### src/rtl/nios2_small_oci_dct_pkg.sv
// Shared constants and FSM encoding for the OCI trace (DCT) capture controller.
package nios2_small_oci_dct_pkg;
  localparam int FRAME_W         = 10;
  localparam int FRAMES_PER_WORD = 3;
  localparam int DCT_W           = FRAME_W * FRAMES_PER_WORD;
  localparam int DCT_CNT_W       = 4;
  localparam int ADDR_W          = 7;

  typedef enum logic [1:0] {
    ST_FILL     = 2'd0,
    ST_WRITE    = 2'd1,
    ST_FLUSH_WR = 2'd2,
    ST_DONE     = 2'd3
  } dct_state_e;
endpackage

### src/rtl/nios2_small_nios2_qsys_oci_dct_ctrl_if.sv
// Trace-port, trace-RAM and status bundle of the DCT capture controller.
interface nios2_small_nios2_qsys_oci_dct_ctrl_if;
  import nios2_small_oci_dct_pkg::*;

  logic                 trc_on;
  logic                 frame_valid;
  logic [FRAME_W-1:0]   frame_data;
  logic                 frame_ready;
  logic                 wrap_en;
  logic                 flush_req;
  logic                 tm_wr;
  logic [ADDR_W-1:0]    tm_addr;
  logic [DCT_W-1:0]     tm_data;
  logic                 tm_ack;
  logic                 flush_done;
  logic [DCT_W-1:0]     dct_buffer;
  logic [DCT_CNT_W-1:0] dct_count;
  logic                 tm_full;
  logic                 tm_wrapped;
  logic                 overflow;

  modport slave (
    input  trc_on, frame_valid, frame_data, wrap_en, flush_req, tm_ack,
    output frame_ready, tm_wr, tm_addr, tm_data, flush_done,
           dct_buffer, dct_count, tm_full, tm_wrapped, overflow
  );

  modport master (
    output trc_on, frame_valid, frame_data, wrap_en, flush_req, tm_ack,
    input  frame_ready, tm_wr, tm_addr, tm_data, flush_done,
           dct_buffer, dct_count, tm_full, tm_wrapped, overflow
  );
endinterface

### src/rtl/nios2_small_oci_dct_packer.sv
// Frame packer: newest frame enters the low slot, older frames shift upward.
module nios2_small_oci_dct_packer
  import nios2_small_oci_dct_pkg::*;
(
  input  logic                 clk,
  input  logic                 reset,
  input  logic                 i_accept,
  input  logic [FRAME_W-1:0]   i_frame,
  input  logic                 i_clear,
  output logic [DCT_W-1:0]     o_buffer,
  output logic [DCT_CNT_W-1:0] o_count
);
  logic [FRAME_W-1:0]   r_slot [FRAMES_PER_WORD];
  logic [DCT_CNT_W-1:0] r_count;

  genvar gi;
  generate
    for (gi = 0; gi < FRAMES_PER_WORD; gi++) begin : g_slot
      always_ff @(posedge clk or posedge reset) begin
        if (reset) begin
          r_slot[gi] <= '0;
        end else if (i_clear) begin
          r_slot[gi] <= '0;
        end else if (i_accept) begin
          if (gi == 0) r_slot[gi] <= i_frame;
          else         r_slot[gi] <= r_slot[(gi == 0) ? 0 : gi - 1];
        end
      end
      assign o_buffer[gi*FRAME_W +: FRAME_W] = r_slot[gi];
    end
  endgenerate

  always_ff @(posedge clk or posedge reset) begin
    if (reset)         r_count <= '0;
    else if (i_clear)  r_count <= '0;
    else if (i_accept) r_count <= r_count + 1'b1;
  end

  assign o_count = r_count;
endmodule

### src/rtl/nios2_small_nios2_qsys_oci_dct_ctrl.sv
// OCI trace capture: packs frames into DCT words and hands them to the trace RAM.
module nios2_small_nios2_qsys_oci_dct_ctrl
  import nios2_small_oci_dct_pkg::*;
(
  input  logic clk,
  input  logic reset,
  nios2_small_nios2_qsys_oci_dct_ctrl_if.slave bus
);
  localparam logic [DCT_CNT_W-1:0] FULL_CNT = DCT_CNT_W'(FRAMES_PER_WORD);

  dct_state_e           r_state;
  dct_state_e           w_state_next;
  logic [ADDR_W-1:0]    r_wr_ptr;
  logic                 r_flush_pending;
  logic                 r_tm_full;
  logic                 r_tm_wrapped;
  logic                 r_overflow;
  logic                 w_frame_ready;
  logic                 w_tm_wr;
  logic                 w_accept;
  logic                 w_ack;
  logic                 w_set_pending;
  logic [DCT_W-1:0]     w_dct_buffer;
  logic [DCT_CNT_W-1:0] w_dct_count;
  logic [DCT_CNT_W-1:0] w_count_after;

  // Ready is also gated by reset so nothing is offered while held in reset.
  assign w_frame_ready = (r_state == ST_FILL) & bus.trc_on & ~r_tm_full & ~reset;
  assign w_tm_wr       = (r_state == ST_WRITE) | (r_state == ST_FLUSH_WR);
  assign w_accept      = bus.frame_valid & w_frame_ready;
  assign w_ack         = w_tm_wr & bus.tm_ack;
  assign w_count_after = w_dct_count + {{(DCT_CNT_W-1){1'b0}}, w_accept};

  nios2_small_oci_dct_packer u_packer (
    .clk      (clk),
    .reset    (reset),
    .i_accept (w_accept),
    .i_frame  (bus.frame_data),
    .i_clear  (w_ack),
    .o_buffer (w_dct_buffer),
    .o_count  (w_dct_count)
  );

  always_ff @(posedge clk or posedge reset) begin
    if (reset) r_state <= ST_FILL;
    else       r_state <= w_state_next;
  end

  always_comb begin
    w_state_next = r_state;
    case (r_state)
      ST_FILL: begin
        if (bus.flush_req) begin
          // A full RAM only acknowledges the flush; the buffer is kept.
          if (r_tm_full)                   w_state_next = ST_DONE;
          else if (w_count_after == FULL_CNT) w_state_next = ST_WRITE;
          else if (w_count_after != '0)    w_state_next = ST_FLUSH_WR;
          else                             w_state_next = ST_DONE;
        end else if (w_accept && w_count_after == FULL_CNT) begin
          w_state_next = ST_WRITE;
        end
      end
      ST_WRITE: begin
        if (w_ack) w_state_next = (r_flush_pending | bus.flush_req) ? ST_DONE : ST_FILL;
      end
      ST_FLUSH_WR: begin
        if (w_ack) w_state_next = ST_DONE;
      end
      ST_DONE:  w_state_next = ST_FILL;
      default:  w_state_next = ST_FILL;
    endcase
  end

  always_comb begin
    bus.frame_ready = w_frame_ready;
    bus.tm_wr       = w_tm_wr;
    bus.tm_addr     = r_wr_ptr;
    bus.tm_data     = w_tm_wr ? w_dct_buffer : '0;
    bus.flush_done  = (r_state == ST_DONE);
    bus.dct_buffer  = w_dct_buffer;
    bus.dct_count   = w_dct_count;
    bus.tm_full     = r_tm_full;
    bus.tm_wrapped  = r_tm_wrapped;
    bus.overflow    = r_overflow;
  end

  // A flush that lands while a full word is being written completes after that write.
  assign w_set_pending = bus.flush_req &
                         (((r_state == ST_FILL) & ~r_tm_full & (w_count_after == FULL_CNT)) |
                          ((r_state == ST_WRITE) & ~w_ack));

  always_ff @(posedge clk or posedge reset) begin
    if (reset) begin
      r_wr_ptr        <= '0;
      r_flush_pending <= 1'b0;
      r_tm_full       <= 1'b0;
      r_tm_wrapped    <= 1'b0;
      r_overflow      <= 1'b0;
    end else begin
      if (w_ack) begin
        r_wr_ptr <= r_wr_ptr + 1'b1;
        if (r_wr_ptr == '1) begin
          if (bus.wrap_en) r_tm_wrapped <= 1'b1;
          else             r_tm_full    <= 1'b1;
        end
      end
      if (r_state == ST_DONE)  r_flush_pending <= 1'b0;
      else if (w_set_pending)  r_flush_pending <= 1'b1;
      if (bus.frame_valid & bus.trc_on & r_tm_full) r_overflow <= 1'b1;
    end
  end
endmodule
### src/flat_wrapper.sv
// flat-port wrapper written by rule: the top's interface ports become plain ports
module nios2_small_nios2_qsys_oci_dct_ctrl_flat import nios2_small_oci_dct_pkg::*;
  (clk, reset, bus_trc_on, bus_frame_valid, bus_frame_data, bus_wrap_en, bus_flush_req, bus_tm_ack, bus_frame_ready, bus_tm_wr, bus_tm_addr, bus_tm_data, bus_flush_done, bus_dct_buffer, bus_dct_count, bus_tm_full, bus_tm_wrapped, bus_overflow);
  nios2_small_nios2_qsys_oci_dct_ctrl_if bus_i ();
  input  logic clk;
  input  logic reset;
  input wire logic [$bits(bus_i.trc_on)-1:0] bus_trc_on;
  input wire logic [$bits(bus_i.frame_valid)-1:0] bus_frame_valid;
  input wire logic [$bits(bus_i.frame_data)-1:0] bus_frame_data;
  input wire logic [$bits(bus_i.wrap_en)-1:0] bus_wrap_en;
  input wire logic [$bits(bus_i.flush_req)-1:0] bus_flush_req;
  input wire logic [$bits(bus_i.tm_ack)-1:0] bus_tm_ack;
  output wire logic [$bits(bus_i.frame_ready)-1:0] bus_frame_ready;
  output wire logic [$bits(bus_i.tm_wr)-1:0] bus_tm_wr;
  output wire logic [$bits(bus_i.tm_addr)-1:0] bus_tm_addr;
  output wire logic [$bits(bus_i.tm_data)-1:0] bus_tm_data;
  output wire logic [$bits(bus_i.flush_done)-1:0] bus_flush_done;
  output wire logic [$bits(bus_i.dct_buffer)-1:0] bus_dct_buffer;
  output wire logic [$bits(bus_i.dct_count)-1:0] bus_dct_count;
  output wire logic [$bits(bus_i.tm_full)-1:0] bus_tm_full;
  output wire logic [$bits(bus_i.tm_wrapped)-1:0] bus_tm_wrapped;
  output wire logic [$bits(bus_i.overflow)-1:0] bus_overflow;
  assign bus_i.trc_on = bus_trc_on;
  assign bus_i.frame_valid = bus_frame_valid;
  assign bus_i.frame_data = bus_frame_data;
  assign bus_i.wrap_en = bus_wrap_en;
  assign bus_i.flush_req = bus_flush_req;
  assign bus_i.tm_ack = bus_tm_ack;
  assign bus_frame_ready = bus_i.frame_ready;
  assign bus_tm_wr = bus_i.tm_wr;
  assign bus_tm_addr = bus_i.tm_addr;
  assign bus_tm_data = bus_i.tm_data;
  assign bus_flush_done = bus_i.flush_done;
  assign bus_dct_buffer = bus_i.dct_buffer;
  assign bus_dct_count = bus_i.dct_count;
  assign bus_tm_full = bus_i.tm_full;
  assign bus_tm_wrapped = bus_i.tm_wrapped;
  assign bus_overflow = bus_i.overflow;
  nios2_small_nios2_qsys_oci_dct_ctrl u_core (.clk(clk), .reset(reset), .bus(bus_i));
endmodule
### config.mk
export PLATFORM = sky130hd
export DESIGN_NAME = nios2_small_nios2_qsys_oci_dct_ctrl_flat
export DESIGN_NICKNAME = d
export VERILOG_FILES = /design/src/rtl/nios2_small_oci_dct_pkg.sv /design/src/rtl/nios2_small_nios2_qsys_oci_dct_ctrl_if.sv /design/src/rtl/nios2_small_oci_dct_packer.sv /design/src/rtl/nios2_small_nios2_qsys_oci_dct_ctrl.sv /design/src/flat_wrapper.sv
export SDC_FILE = /design/constraint.sdc
export NUM_CORES = 1
export LEC_CHECK = 0
export ABC_AREA = 1
export CORE_UTILIZATION = 35
export DETAILED_ROUTE_END_ITERATION = 6
export GPL_ROUTABILITY_DRIVEN = 0
export GPL_TIMING_DRIVEN = 0
export PLACE_DENSITY_LB_ADDON = 0.25
export SETUP_SLACK_MARGIN = 0.4
export SYNTH_ARGS = -nofsm -noshare
export SYNTH_HDL_FRONTEND = slang
export SYNTH_SLANG_ARGS = --single-unit
### constraint.sdc
create_clock -name clk -period 2.4 [get_ports clk]
set_input_delay 0.48 -clock clk [delete_from_list [all_inputs] [get_ports clk]]
set_output_delay 0.48 -clock clk [all_outputs]
set_load 0.02 [all_outputs]
==> flow_metrics.env, run 1 <==
export IMPL_fill_cells=622
export IMPL_whs_ps=148
export IMPL_r2r_end="u_core.r_state[0]"
export IMPL_drive_gt1_share_pct=26.9
export IMPL_die_area_um2=7150
export IMPL_synth_seq_cells=47
export IMPL_synth_simple_area_share_pct=20.1
export IMPL_core_um2=6460
export IMPL_cp_arrival_ps=1540
export IMPL_synthArstFlopShare_pct=100
export IMPL_vdd_ir_drop_max_mv=0.493
export IMPL_avgSynthCellArea_um2=8.14
export IMPL_overflow=0
export IMPL_power_leakage_nw=2.08
export IMPL_setup_viol_count_final=0
export IMPL_path_clk_slew_ps=90
export IMPL_mostFrequentLayoutCell="nand2_1"
export IMPL_tightest_slew_ps=261
export IMPL_synth_fa_ha_area_share_pct=4.72
export IMPL_worstHoldPathType="in2async"
export IMPL_synth_distinct_cells=30
export IMPL_worstSetupPathType="reg2out"
export IMPL_synth_xor_xnor_area_share_pct=2.57
export IMPL_period_needed_ps=2020
export IMPL_crit_required_ps=1920
export IMPL_netlist_instances=293
export IMPL_outcome="complete, but fails checks"
export IMPL_cap_violations=0
export IMPL_rsz0062_at_grt="true"
export IMPL_cts_tree="built"
export IMPL_ctsHoldBuffers=0
export IMPL_grt_pass1_vias=2069
export IMPL_drt_wl_total_mm=6.28
export IMPL_synth_compound_area_share_pct=10.3
export IMPL_cp_top_family="buffers and inverters"
export IMPL_mostFrequentLayoutCells="nand2_1 (72), clkdlybuf4s50_1 (59), inv_1 (50)"
export IMPL_synth_enable_flop_cells=0
export IMPL_timing_rr_start="u_core.r_state[0]"
export IMPL_syn2layout_area_growth_pct=56.0
export IMPL_seq_area_frac_synth_pct=49.3
export IMPL_grt_pass1_wl_mm=9.90
export IMPL_clk_latency_ps=300
export IMPL_chipHeight_um=84.5
export IMPL_drc=6
export IMPL_fmax_mhz=496
export IMPL_yosys_warnings=0
export IMPL_io_buffers=93
export IMPL_synth_mux_area_share_pct=0
export IMPL_rrSetupSlack_ps=400
export IMPL_clockBufferDepth=2
export IMPL_antenna_found_initial=0
export IMPL_fin_nets=434
export IMPL_crit_buf_inv=3
export IMPL_r2r_cells=17
export IMPL_die_w_um=84.5
export IMPL_synth_net_count=319
export IMPL_clock_sinks=47
export IMPL_numCtsBuffers=5
export IMPL_grt_met3_usage_pct=3.74
export IMPL_synthesis_area_um2=2380
export IMPL_hold_viol_final=0
export IMPL_diodes=0
export IMPL_power_w=0.00276
export IMPL_use_met1_pct=22.3
export IMPL_dp_hpwl_mm=4.31
export IMPL_power_per_cell_area_nw_per_um2=742
export IMPL_setup_worst_path_end_class="primary output"
export IMPL_cp_start_kind="flop"
export IMPL_firstDrtPassIters=6
export IMPL_critPathMaxFanout=5
export IMPL_tns_ps=0
export IMPL_drt_iter0_markers=52
export IMPL_violations="DRC"
export IMPL_crit_chain="inv_2 -> ha_4 -> buf_4 -> dlygate4sd2_1"
export IMPL_slowest_delay_ps=400
export IMPL_synth_top_family_by_area="simple AND/OR/NAND/NOR gates"
export IMPL_grt_usage_pct=17.7
export IMPL_busiest_layer="met2"
export IMPL_rows=29
export IMPL_grt_met2_usage_pct=30.8
export IMPL_clock_skew_ps=11.6
export IMPL_timing_final_crit_share_pct=84.0
export IMPL_io_pins=94
export IMPL_ant_nets=0
export IMPL_grt_max_degree=25
export IMPL_vias=2224
export IMPL_clock_root_buffer="clkbuf_8"
export IMPL_ys_flop_type="dfrtp_1"
export IMPL_drv_slew=0
export IMPL_start_util_pct=36.9
export IMPL_via_per_inst=4.58
export IMPL_slew_headroom_pct=82.6
export IMPL_wl_per_cell_um=12.9
export IMPL_slowest_stage="dfrtp_1"
export IMPL_htreeDepth=2
flip-flops by register name, summed over array words and instances, names as in the netlist:
name,cells
u_core.u_packer.o_buffer,30
u_core.r_state,2
u_core.u_packer.o_count,4
u_core.r_flush_pending,1
u_core.bus.tm_wrapped,1
u_core.bus.overflow,1
u_core.bus.tm_addr,7
u_core.bus.tm_full,1
Yosys cell counts, types with 2 or more instances:
library cell | instances | share of area [%]
buf_4 | 2 | 0.63
dfrtp_1 | 47 | 49
a22oi_1 | 11 | 3.5
nand4_1 | 2 | 0.52
buf_2 | 4 | 0.84
clkbuf_1 | 3 | 0.47
nand2_1 | 82 | 13
o22ai_1 | 4 | 1.0
nor2_1 | 11 | 1.7
nor2_2 | 3 | 0.79
xnor2_1 | 2 | 0.73
a21oi_1 | 4 | 0.84
o21bai_1 | 3 | 0.94
o21ai_1 | 9 | 1.9
a22o_1 | 2 | 0.73
inv_2 | 10 | 1.6
inv_1 | 60 | 9.4
ha_1 | 9 | 4.7
xor2_1 | 5 | 1.8
nand3_1 | 10 | 2.1
per-stage QoR:
step           util, %  instances  worst slack (ps)  area, um2
6_report          57.6        486               384       3720
4_1_cts           57.2        483               278       3700
5_1_grt           57.6        486               241       3720
3_5_place_dp      53.7        463              -377       3470
3_3_place_gp      53.7        463              -345       3470
2_1_floorplan        -        293               397       2440
how the worst max path moves through the flow:
stage / start / endpoint / slack [ps] / depth (start not counted)
floorplan: u_core.r_state[0] / u_core.r_state[0] / 400 / 17
CTS: u_core.r_state[0] / bus_tm_data[0] / 280 / 6
finish: u_core.r_state[0] / bus_tm_wr / 380 / 4
global placement: reset / u_core.r_state[0] / -350 / 15
global route: u_core.r_state[0] / u_core.r_state[1] / 240 / 17
detailed placement: reset / u_core.r_state[0] / -380 / 15
worst register-to-register path, cell delays in order (launching register included):
cell and delay [ps]:
dfrtp_1 420, inv_2 80, ha_4 120, inv_2 40, nor2_4 80, nand3_2 100
nor2_4 130, ha_4 160, ha_4 130, nand2_2 40, nand2_2 80, nand2_2 60
nor2_4 110, nand3_2 90, nand2_1 70, nand2_1 60, nand2_1 60, nand2_1 60
per-layer routing:
layer,routed length (um),vias up
met5,0,-
met1,2840,1041
met3,224,6
met4,72,0
met2,3150,51
li1,-,1126
what timing repair did:
| action | 4_1_cts | 5_1_grt |
|---|---|---|
| endpoints found under the setup margin | 39 | 35 |
| buffers inserted | 10 | 2 |
| cloned | 2 | 1 |
| pin swaps | 9 | 8 |
| resized for setup | 115 | 82 |
kinds of logic after synthesis:
group	after synthesis
AOI/OAI and AO/OA	37
xor gates and xnor gates	7
adders and majority gates	9
buffers and inverters	79
DFF	47
and+or+nand+nor	114
cell type report:
type	instances	area (um2)	area share, %
repair buffers	106	970	26.1
clock buffers	6	82.6	2.22
clock inverters	2	16.3	0.437
repair inverters	2	17.5	0.471
flip-flops and latches	47	1180	31.7
well taps	77	96.3	2.59
plain buffers	9	80.1	2.15
inverters	70	289	7.77
multi-input cells	167	991	26.6
power by group:
part           internal (W)  total [W]  switching (W)
Sequential         0.000859   0.000925      0.0000665
Clock              0.000236   0.000511       0.000276
Combinational      0.000568    0.00132       0.000753
(Power assumes the default switching activity.)
==> run 2, diff against run 1 <==
- clock period: 2.4 -> 1.74 ns (I/O delays scaled with it)
==> run 2 against run 1 <==
Net effect:
- the flow finishes with violations (DRC, setup timing)
- wire length increased by 32%
- flip-flop and latch count unchanged
- count of clock-buffer cells in the layout increased by 1
- first-iteration DRC count increased by 71%
- largest power group unchanged
==> flow_metrics.env, run 2 (synthesis results as in run 1) <==
export IMPL_cts_tree="built"
export IMPL_critPathMaxFanout=3
export IMPL_cp_arrival_ps=2290
export IMPL_htreeDepth=2
export IMPL_ant_nets=0
export IMPL_r2r_end="u_core.r_state[0]"
export IMPL_p_switching_w=0.00226
export IMPL_grt_usage_pct=22.0
export IMPL_pwr_share_comb_pct=66.3
export IMPL_finalWorstSetupSlack_ps=-355
export IMPL_drt_iter0_markers=89
export IMPL_antenna_found_initial=0
export IMPL_power_leakage_nw=2.79
export IMPL_drt_wl_total_mm=8.28
export IMPL_die_area_um2=7150
export IMPL_timing_rr_start="u_core.r_state[0]"
export IMPL_outcome="complete, but fails checks"
export IMPL_fin_nets=485
export IMPL_clock_root_buffer="clkbuf_8"
export IMPL_setup_worst_path_end_class="flop"
export IMPL_mostFrequentLayoutCells="buf_6 (51), buf_4 (41), dfrtp_1 (39)"
export IMPL_p_int_w=0.00337
export IMPL_vias=2624
export IMPL_core_um2=6460
export IMPL_mostFrequentLayoutCell="buf_6"
export IMPL_clkPwrFrac_pct=11.3
export IMPL_hold_viol_final=0
export IMPL_period_needed_ps=2090
export IMPL_firstDrtPassIters=7
export IMPL_grt_pass1_wl_mm=12.2
export IMPL_slew_headroom_pct=77.8
export IMPL_path_clk_slew_ps=80
export IMPL_via_per_inst=4.89
export IMPL_dp_hpwl_mm=4.50
export IMPL_syn2layout_area_growth_pct=100
export IMPL_clockBufferDepth=2
export IMPL_drc=8
export IMPL_rows=29
export IMPL_drive_gt1_share_pct=66.1
export IMPL_grt_pass1_vias=2546
export IMPL_chipHeight_um=84.5
export IMPL_vdd_ir_drop_max_mv=1.22
export IMPL_overflow=0
export IMPL_clock_sinks=47
export IMPL_rsz0062_at_grt="true"
export IMPL_worstSetupPathType="reg2reg"
export IMPL_switching_share_pct=40.2
export IMPL_timing_final_crit_share_pct=120
export IMPL_cp_start_kind="flop"
export IMPL_drv_slew=0
export IMPL_r2r_cells=18
export IMPL_power_frac_seq_pct=22.4
export IMPL_fill_cells=458
export IMPL_crit_required_ps=1930
export IMPL_violations="DRC, setup timing"
export IMPL_rrSetupSlack_ps=-350
export IMPL_fin_util_pct=73.9
export IMPL_diodes=0
export IMPL_setup_viol_count_final=46
export IMPL_io_pins=94
export IMPL_clk_latency_ps=300
export IMPL_die_w_um=84.5
export IMPL_worstHoldPathType="in2async"
export IMPL_power_per_cell_area_nw_per_um2=1180
export IMPL_power_w=0.00563
export IMPL_io_buffers=93
export IMPL_clock_skew_ps=4.67
export IMPL_fmax_mhz=477
export IMPL_start_util_pct=36.9
export IMPL_ctsHoldBuffers=0
export IMPL_cap_violations=0
export IMPL_wl_per_cell_um=15.4
export IMPL_tightest_slew_ps=329
export IMPL_grt_max_degree=25
export IMPL_numCtsBuffers=5
export IMPL_largest_reg_flops=30
## run 2: final cells by class
cell class	instances	area, um2	area share (%)
multi-input cells	167	1450	30.3
clock buffers	7	76.3	1.60
plain buffers	9	166	3.49
inverters	70	339	7.10
clock inverters	1	5.00	0.105
repair buffers	157	1440	30.2
flip-flops and latches	47	1190	24.8
well taps	77	96.3	2.02
repair inverters	2	17.5	0.367
## run 2: how the worst max path moves through the flow
stage,startpoint,to,slack (ps),cells after the start
floorplan,u_core.r_state[1],u_core.r_state[0],-330,17
global placement,reset,u_core.r_state[1],-1080,15
detailed placement,reset,u_core.r_state[0],-1130,15
CTS,u_core.r_state[0],u_core.r_state[0],-320,17
global route,u_core.r_state[0],u_core.r_state[0],-480,18
finish,u_core.r_state[0],u_core.r_state[0],-350,18
## run 2: power by group through the flow
stage | clock network (W) | logic [W] | registers (W)
global route | 0.000700 | 0.00393 | 0.00127
detailed placement | 0 | 0.00195 | 0.00131
floorplan | 0 | 0.00139 | 0.00137
CTS | 0.000657 | 0.00290 | 0.00126
finish | 0.000636 | 0.00373 | 0.00126
global placement | 0 | 0.00193 | 0.00131
## run 2: timing repair
| action | 4_1_cts | 5_1_grt |
|---|---|---|
| resized for setup | 428 | 77 |
| cloned | 7 | 2 |
| setup endpoints to repair | 120 | 98 |
| pin swaps | 28 | 37 |
| buffers inserted | 43 | 14 |
## run 2: per-layer routing
metal | track usage [%] | wire length (um)
met1 | 25.7 | 3330
met2 | 40.6 | 4360
met3 | 5.51 | 487
met4 | 5.08 | 109
met5 | 0 | 0
## run 2: per-stage QoR
step | area (um2) | hold WS, ps | TNS [ps] | worst slack, ps | instances
6_report | 4770 | 163 | -4800 | -355 | 537
5_1_grt | 4770 | 161 | -8160 | -485 | 537
4_1_cts | 4490 | 155 | -3830 | -319 | 521
3_5_place_dp | 3740 | 470 | -32030 | -1130 | 463
3_3_place_gp | 3740 | 449 | -30600 | -1080 | 463
2_1_floorplan | 2720 | 259 | -850 | -332 | 293
## run 2: critical path, cell delays in order, from the launching register on
cell	delay, ps
dfrtp_1	390
inv_2	80
ha_4	140
inv_4	40
nor2_4	130
nand3_4	90
nor2_4	150
ha_4	170
ha_4	120
inv_1	30
nand2_1	60
nand2_2	60
buf_4	120
nand3_1	80
o21bai_1	70
nand2_1	60
nand2_1	60
nand2_1	80
nand2_2	50
==> run 3, diff against run 2 <==
- SLEW_MARGIN: not set -> 15
==> results of run 3 <==
Same layout as run 2: the final DEF is identical, and so are final timing and power.
